**config.mk**
```make
export PLATFORM = sky130hd
export DESIGN_NAME = imem_arbiter_flat
export DESIGN_NICKNAME = d
export VERILOG_FILES = /design/src/rtl/imem_arbiter_if.sv /design/src/rtl/imem_arbiter.sv /design/src/flat_wrapper.sv
export SDC_FILE = /design/constraint.sdc
export NUM_CORES = 1
export LEC_CHECK = 0
export ABC_AREA = 1
export CAP_MARGIN = 5
export CORE_MARGIN = 2
export CORE_UTILIZATION = 29
export CTS_BUF_LIST = sky130_fd_sc_hd__clkbuf_4 sky130_fd_sc_hd__clkbuf_8
export DETAILED_ROUTE_END_ITERATION = 8
export PLACE_DENSITY_LB_ADDON = 0.12
export SYNTH_ARGS = -nofsm -noshare
export SYNTH_HDL_FRONTEND = slang
export SYNTH_SLANG_ARGS = --single-unit
```
**constraint.sdc**
```tcl
create_clock -name clk -period 2 [get_ports clk]
set_clock_uncertainty 0.15 [all_clocks]
set_input_delay 0.3 -clock clk [delete_from_list [all_inputs] [get_ports clk]]
set_output_delay 0.3 -clock clk [all_outputs]
set_load 0.03 [all_outputs]
```
**src/rtl/imem_arbiter_if.sv**
```systemverilog
// Bus bundle shared by the instruction fetch unit, the UART loader, the
// instruction-memory arbiter and the single-port block RAM behind it.
interface imem_arbiter_if #(
  parameter int ADDR_W = 14
);
  logic              f_req;
  logic [31:0]       f_addr;
  logic              f_gnt;
  logic              f_rvalid;
  logic [31:0]       f_rdata;
  logic              f_stall;
  logic              l_req;
  logic [31:0]       l_addr;
  logic [31:0]       l_wdata;
  logic              l_gnt;
  logic              l_err;
  logic              mem_en;
  logic              mem_we;
  logic [ADDR_W-1:0] mem_addr;
  logic [31:0]       mem_wdata;
  logic [31:0]       mem_rdata;

  modport slave (
    input  f_req, f_addr, l_req, l_addr, l_wdata, mem_rdata,
    output f_gnt, f_rvalid, f_rdata, f_stall, l_gnt, l_err,
           mem_en, mem_we, mem_addr, mem_wdata
  );

  modport master (
    output f_req, f_addr, l_req, l_addr, l_wdata,
    input  f_gnt, f_rvalid, f_rdata, f_stall, l_gnt, l_err
  );

  modport mem (
    input  mem_en, mem_we, mem_addr, mem_wdata,
    output mem_rdata
  );
endinterface

```
**src/rtl/imem_arbiter.sv**
```systemverilog
// Single-port instruction-memory arbiter: fetch unit vs. UART program loader,
// with a bounded-starvation wait counter and a 1-cycle read-return path.
module imem_arbiter #(
  parameter int ADDR_W   = 14,
  parameter int MAX_WAIT = 4
) (
  input  logic          clk,
  input  logic          rst,
  imem_arbiter_if.slave bus
);
  localparam logic [7:0] MAX_WAIT_C = 8'(MAX_WAIT);

  logic              fetch_win;
  logic              f_gnt;
  logic              l_gnt;
  logic              l_aligned;
  logic              l_write;
  logic [7:0]        wait_cnt;
  logic              rd_pend_p1;
  logic              l_err_p1;
  logic [31:0]       rdata_hold_p1;
  logic              unused_addr_bits;

  // Address bits outside the word index are intentionally ignored.
  assign unused_addr_bits = ^{bus.f_addr[31:ADDR_W+2], bus.f_addr[1:0],
                              bus.l_addr[31:ADDR_W+2]};

  // Fetch wins only when the loader is idle or the fetch has waited long enough.
  assign fetch_win = bus.f_req & (~bus.l_req | (wait_cnt == MAX_WAIT_C));
  assign f_gnt     = ~rst & fetch_win;
  assign l_gnt     = ~rst & bus.l_req & ~fetch_win;
  assign l_aligned = (bus.l_addr[1:0] == 2'b00);
  assign l_write   = l_gnt & l_aligned;

  always_comb begin
    bus.mem_en    = 1'b0;
    bus.mem_we    = 1'b0;
    bus.mem_addr  = '0;
    bus.mem_wdata = '0;
    if (f_gnt) begin
      bus.mem_en   = 1'b1;
      bus.mem_addr = bus.f_addr[ADDR_W+1:2];
    end else if (l_write) begin
      bus.mem_en    = 1'b1;
      bus.mem_we    = 1'b1;
      bus.mem_addr  = bus.l_addr[ADDR_W+1:2];
      bus.mem_wdata = bus.l_wdata;
    end
  end

  assign bus.f_gnt   = f_gnt;
  assign bus.l_gnt   = l_gnt;
  assign bus.f_stall = ~rst & ((bus.f_req & ~f_gnt) | f_gnt);

  // ---- stage p0 -> p1: grant bookkeeping registered at the grant edge ----
  always_ff @(posedge clk) begin
    if (rst) begin
      wait_cnt   <= 8'd0;
      rd_pend_p1 <= 1'b0;
      l_err_p1   <= 1'b0;
    end else begin
      rd_pend_p1 <= f_gnt;
      l_err_p1   <= l_gnt & ~l_aligned;
      if (f_gnt || !bus.f_req) begin
        wait_cnt <= 8'd0;
      end else if (l_gnt && (wait_cnt < MAX_WAIT_C)) begin
        wait_cnt <= wait_cnt + 8'd1;
      end
    end
  end

  // ---- stage p1: read data arrives from the RAM and is captured for hold ----
  always_ff @(posedge clk) begin
    if (rst) begin
      rdata_hold_p1 <= '0;
    end else if (rd_pend_p1) begin
      rdata_hold_p1 <= bus.mem_rdata;
    end
  end

  // A read in flight when reset arrives is dropped on the output side too.
  assign bus.f_rvalid = ~rst & rd_pend_p1;
  assign bus.f_rdata  = rst        ? 32'd0 :
                        rd_pend_p1 ? bus.mem_rdata : rdata_hold_p1;
  assign bus.l_err    = l_err_p1;
endmodule
```
**src/flat_wrapper.sv**
```systemverilog
// flat-port wrapper written by rule: the top's interface ports become plain ports
module imem_arbiter_flat 
#(
  parameter int ADDR_W   = 14,
  parameter int MAX_WAIT = 4
)
  (clk, rst, bus_f_req, bus_f_addr, bus_l_req, bus_l_addr, bus_l_wdata, bus_mem_rdata, bus_f_gnt, bus_f_rvalid, bus_f_rdata, bus_f_stall, bus_l_gnt, bus_l_err, bus_mem_en, bus_mem_we, bus_mem_addr, bus_mem_wdata);
  imem_arbiter_if #(.ADDR_W(ADDR_W)) bus_i ();
  input  logic clk;
  input  logic rst;
  input wire logic [$bits(bus_i.f_req)-1:0] bus_f_req;
  input wire logic [$bits(bus_i.f_addr)-1:0] bus_f_addr;
  input wire logic [$bits(bus_i.l_req)-1:0] bus_l_req;
  input wire logic [$bits(bus_i.l_addr)-1:0] bus_l_addr;
  input wire logic [$bits(bus_i.l_wdata)-1:0] bus_l_wdata;
  input wire logic [$bits(bus_i.mem_rdata)-1:0] bus_mem_rdata;
  output wire logic [$bits(bus_i.f_gnt)-1:0] bus_f_gnt;
  output wire logic [$bits(bus_i.f_rvalid)-1:0] bus_f_rvalid;
  output wire logic [$bits(bus_i.f_rdata)-1:0] bus_f_rdata;
  output wire logic [$bits(bus_i.f_stall)-1:0] bus_f_stall;
  output wire logic [$bits(bus_i.l_gnt)-1:0] bus_l_gnt;
  output wire logic [$bits(bus_i.l_err)-1:0] bus_l_err;
  output wire logic [$bits(bus_i.mem_en)-1:0] bus_mem_en;
  output wire logic [$bits(bus_i.mem_we)-1:0] bus_mem_we;
  output wire logic [$bits(bus_i.mem_addr)-1:0] bus_mem_addr;
  output wire logic [$bits(bus_i.mem_wdata)-1:0] bus_mem_wdata;
  assign bus_i.f_req = bus_f_req;
  assign bus_i.f_addr = bus_f_addr;
  assign bus_i.l_req = bus_l_req;
  assign bus_i.l_addr = bus_l_addr;
  assign bus_i.l_wdata = bus_l_wdata;
  assign bus_i.mem_rdata = bus_mem_rdata;
  assign bus_f_gnt = bus_i.f_gnt;
  assign bus_f_rvalid = bus_i.f_rvalid;
  assign bus_f_rdata = bus_i.f_rdata;
  assign bus_f_stall = bus_i.f_stall;
  assign bus_l_gnt = bus_i.l_gnt;
  assign bus_l_err = bus_i.l_err;
  assign bus_mem_en = bus_i.mem_en;
  assign bus_mem_we = bus_i.mem_we;
  assign bus_mem_addr = bus_i.mem_addr;
  assign bus_mem_wdata = bus_i.mem_wdata;
  imem_arbiter #(.ADDR_W(ADDR_W), .MAX_WAIT(MAX_WAIT)) u_core (.clk(clk), .rst(rst), .bus(bus_i));
endmodule
```
# Yosys cells after proc, flatten, opt, wreduce, memory -nomap -nowiden
# Index checks and enable logic that the tools add are counted.
[word_totals] register_bits=42 latch_bits=0 mem_bits_rw=0 rom_bits=0 input_bits=132 output_inout_bits=85 wordCells=37 n_memories=0
[classes] addsub=1 n_mul=0 n_div=0 magnitude_cmp=1 eq_ne=1 n_shift=0 mux=9 bitwise=16 reduce_logical=5
[ops] cell="$mux W32" n=4
[ops] cell="$mux W14" n=2
[ops] cell="$and A1 B1 Y1" n=9
[ops] cell="$add A8 B1 Y8 const B" n=1
[ops] cell="$eq A8 B3 Y1 const B" n=1
[ops] cell="$lt A8 B3 Y1 const B" n=1
[ops] cell="$not A1 Y1" n=5
[ops] cell="$mux W1" n=3
[ops] cell="$logic_not A2 Y1" n=1
[ops] cell="$or A1 B1 Y1" n=2
[ops] cell="$reduce_or A2 Y1" n=1
[ops] cell="$logic_and A1 B1 Y1" n=1
[ops] cell="$logic_not A1 Y1" n=1
[ops] cell="$logic_or A1 B1 Y1" n=1

# Logic depth before layout (Yosys ltp)
[logic_depth] word_depth=8 mapped_depth=10 mapped_depth_nobuf=9

# Worst setup path after synthesis
# Ideal clock, no wire load.
[synth_path] path_type="reg2out" start="register u_core.wait_cnt[0]" end="output port bus_mem_wdata[22]" arrival_ps=1520 setup_slack_ps=30 path_stages_with_launch=9 n_path_buf=1 path_cell_list="dfxtp_1 > inv_1 > ha_1 > nand3_2 > nor2_2 > nand2_2 > nand3_4 > buf_4 > nor2_1"
[synth_via] elab_chain_len=8
[synth_rtl] item="start: declaration" line_no="imem_arbiter.sv:18" rtl="logic [7:0] wait_cnt;"
[synth_rtl] item="start signal: assignment" line_no="imem_arbiter.sv:67" rtl="wait_cnt <= wait_cnt + 8'd1;"
[synth_rtl] item="$eq A8 B3 Y1 (*)" line_no="imem_arbiter.sv:29" rtl="assign fetch_win = bus.f_req & (~bus.l_req | (wait_cnt == MAX_WAIT_C));"
[synth_rtl] item="$or A1 B1 Y1 (*)" line_no="imem_arbiter.sv:29"
[synth_rtl] item="$and A1 B1 Y1 (*)" line_no="imem_arbiter.sv:29"
[synth_rtl] item="$not A1 Y1" line_no="imem_arbiter.sv:31" rtl="assign l_gnt = ~rst & bus.l_req & ~fetch_win;"
[synth_rtl] item="$and A1 B1 Y1" line_no="imem_arbiter.sv:31"
[synth_rtl] item="$and A1 B1 Y1" line_no="imem_arbiter.sv:33" rtl="assign l_write = l_gnt & l_aligned;"
[synth_rtl] item="$mux W32" line_no="imem_arbiter.sv:43" rtl="end else if (l_write) begin"
[synth_rtl] item="$mux W32 (*)" line_no="imem_arbiter.sv:40" rtl="if (f_gnt) begin"
[synth_rtl] item="end: declaration" line_no="flat_wrapper.sv:26" rtl="output wire logic [$bits(bus_i.mem_wdata)-1:0] bus_mem_wdata;"
# Mark *: on every way between the ends. The rest lies on a longest branch, timed or not.

# Worst setup path in the final report
[layout_path] start="input port bus_l_addr[1]" end="output port bus_mem_wdata[26]"
[layout_via] elab_chain_len=4
[layout_rtl] item="start: declaration" line_no="flat_wrapper.sv:14" rtl="input wire logic [$bits(bus_i.l_addr)-1:0] bus_l_addr;"
[layout_rtl] item="$logic_not A2 Y1" line_no="imem_arbiter.sv:32" rtl="assign l_aligned = (bus.l_addr[1:0] == 2'b00);"
[layout_rtl] item="$and A1 B1 Y1" line_no="imem_arbiter.sv:33"
[layout_rtl] item="$mux W32" line_no="imem_arbiter.sv:43"
[layout_rtl] item="$mux W32" line_no="imem_arbiter.sv:40"
# Every way passes these cells.

==> metrics.txt <==
LEAKAGE=2.22 nW; cell taking the most area after synthesis=dfxtp_1; Yosys top cell area share=42.2%; RSZ-0062 raised after global routing=true; antenna violations before repair=0; Die H=86.9 um; Logic pwr share=30.9%; drt first pass iters=4; Power Internal=0.00159 W; core area=6720 um2; Multi-input gate area=1150 um2; first-pass GRT wire length=13,100 um; Distinct cells, synth=20; Hold Crit Start=u_core.wait_cnt[7]$_SDFFE_PP0P_; simple-gate area share of the yosys netlist=33.9%; Synth Net Count=449; sw frac=27.3%; Critical Path AT=1.76 ns; DRT antenna net count=0; Sequential cell area=843 um2; class of the worst hold path=register to register; final std cells w/o fill=601; crit-path cells=clkdlybuf4s50_1, nor2_1, nand3_4, buf_6, buf_16, nor2_4, buf_6; max-slew violations=0; Port Buffers=182; sequential share of power=40.1%; Compound-Gate Fraction of Synth Area=8.73%; Critical Path End Type=primary output; xor-xnor portion of the synthesized cell area=0%; vias per cell=4.41; Mapped Area=1990 um2; dominant cells by area after synthesis=dfxtp_1 42%, nor2_1 21%, nand2_1 10%; M1 GR Usage=23.7%; num ports=217; placed cell area=3820 um2; Hold Crit Endpoint=u_core.wait_cnt[7]$_SDFFE_PP0P_; Cell Rows=30; pre-CTS WS=-0.143 ns; DIE AREA=7550 um2; CTS Buf Count=5; CP Max Fanout=7; commonest cells after routing, fill and taps aside=97 x clkdlybuf4s50_1, 79 x nor2_1, 54 x buf_6, 48 x nand2_1, 47 x buf_4; main combinational cell family by area after synthesis=simple AND/OR/NAND/NOR gates; r2r endpoint=u_core.wait_cnt[2]$_SDFFE_PP0P_; fmax=0.453 GHz; clk slew on worst S/H paths=0.07 ns; worst vdd ir=0.427 mV; max incr delay on CP=0.43 ns; CTS Hold Buffers Added=0; WL/cell=14.6 um; sequential area share after synthesis=42.2%; Total Routing Usage GR=22.4%; proportion of synthesized area in mux cells=0%; failing checks=negative setup slack; Clk network pwr share=29.0%; Worst-Skew Late Latency=0.28 ns; fill cell count=529; GRT busiest layer=met2; design area=4630 um2; TritonCTS clock tree=yes; Crit-path slowest cell=clkdlybuf4s50_1; Mapped Cells=315; dpl cells=578; DP Wirelength=5660 um; Antenna diodes=0; CP Launch Type=primary input; TritonCTS Sinks=42; P&R area growth vs syn=132%; WHS Path Cells=2; Final #Nets=654; Worst-Margin Slew=0.325 ns; Final Setup Violations=47; Placer Congestion=0.790; WL final=8760 um; clock tree buffer depth=2; Max Cap Violations=0; Starting Density=29.6%; DRC Markers=0; required time of the worst setup path=1.55 ns; status=complete, but fails checks; largest net degree at the start of global routing=34; pwr/cell area=473 nW/um2; P_sw=0.000599 W; R2R depth=8; Crit path top cell by count=buf_6; Synth Warn #=0; number of global-route vias before repair=2,637; GR Util met3=6.45%; post-synthesis adder-cell area fraction=1.26%; Mapped Avg Cell Area=6.32 um2; critical path type=primary input to primary output; worst setup slack after layout=-0.207 ns; most common library cell in the layout ignoring fill and taps=clkdlybuf4s50_1; Setup Total Neg Slack=-5.95 ns; FF+latch count, synth=42; CTS Root Cell=clkbuf_8; count of final hold-check violations=0; fin crit share=110%; DIE WIDTH=86.9 um; Via Count=2,651; Initial DRC Count=103; layout cells sized above 1=33.0%; grt met2 use=41.5%; r2r setup slk=0.44 ns; Overflow after GRT=0; Relative slew margins=78.2%; CTS H-tree depth=2; fin crit period=2.21 ns; worst r2r src=u_core.wait_cnt[1]$_SDFFE_PP0P_
==> routing by layer <==
| layer | vias to the layer above | wire length [um] |
|---|---|---|
| met2 | 116 | 4460 |
| met5 | - | 0 |
| met4 | 0 | 240 |
| met1 | 1173 | 3230 |
| met3 | 18 | 836 |
| li1 | 1344 | - |
==> area by class of cell <==
cell class	count	share of cell area, %
clock inverters	3	0.865
inverters	52	4.49
well taps	80	2.16
repair inverters	1	0.108
multi-input cells	207	24.8
repair buffers	211	47.9
clock buffers	5	1.49
flip-flops and latches	42	18.2
==> power groups by stage <==
stage	Combinational [W]	Clock (W)	Sequential (W)
2_1_floorplan	0.000233	0	0.000898
4_1_cts	0.000665	0.000658	0.000879
3_5_place_dp	0.000568	0	0.000899
5_1_grt	0.000716	0.000703	0.000882
3_3_place_gp	0.000564	0	0.000897
6_report	0.000676	0.000635	0.000879
==> repair_timing <==
item / in CTS / in global routing
cloned: 5 / 1
resized for setup: 131 / 14
endpoints found under the hold margin: 0 / 0
setup buffers: 9 / 2
endpoints found under the setup margin: 77 / 55
pin swaps: 6 / 6
==> how the worst max path moves through the flow <==
stage                                          startpoint                 to  slack [ns]  cells after the start
after floorplan           u_core.wait_cnt[0]$_SDFFE_PP0P_  bus_mem_wdata[22]        0.03                      8
after global placement                                rst    bus_mem_addr[3]       -0.13                      9
after detailed placement                              rst  bus_mem_wdata[14]       -0.14                      8
after CTS                 u_core.wait_cnt[0]$_SDFFE_PP0P_  bus_mem_wdata[29]       -0.14                     10
after global routing                        bus_l_addr[1]   bus_mem_addr[13]       -0.25                      8
final                                       bus_l_addr[1]  bus_mem_wdata[26]       -0.21                      7
==> cells in the mapped netlist (all sizes together) <==
| library cell | n |
|---|---|
| nor2 | 111 |
| ha | 2 |
| a21oi | 1 |
| nand3 | 3 |
| nand2 | 54 |
| inv | 52 |
| buf | 8 |
| clkbuf | 6 |
| dfxtp | 42 |
| nand4 | 3 |
| o21ai | 33 |
==> state kept, by name, summed over array words and instances (netlist names) <==
| signal | flops |
|---|---|
| u_core.bus.l_err | 1 |
| u_core.rdata_hold_p1 | 32 |
| u_core.wait_cnt | 8 |
| u_core.rd_pend_p1 | 1 |
==> metrics by stage <==
step	hold slack (ns)	power (W)	utilization, %
6_report	0.277	0.00219	68.9
5_1_grt	0.301	0.00230	68.9
4_1_cts	0.279	0.00220	68.6
3_5_place_dp	0.267	0.00147	56.9
3_3_place_gp	0.264	0.00146	56.9
2_1_floorplan	0.258	0.00113	-
==> critical path, delay by kind of cell <==
kind                   cells  cell delay (ns)
buffers and inverters      4             0.90
and+or+nand+nor            3             0.54
==> cells by family (layout without fill, tap and decap cells) <==
logic type | Yosys count | in the layout
simple gates | 171 | 171
buf+inv | 66 | 272
flops | 42 | 42
compound gates | 34 | 34
fa+ha+maj | 2 | 2
Note: power is estimated with default switching activity, not from simulation.
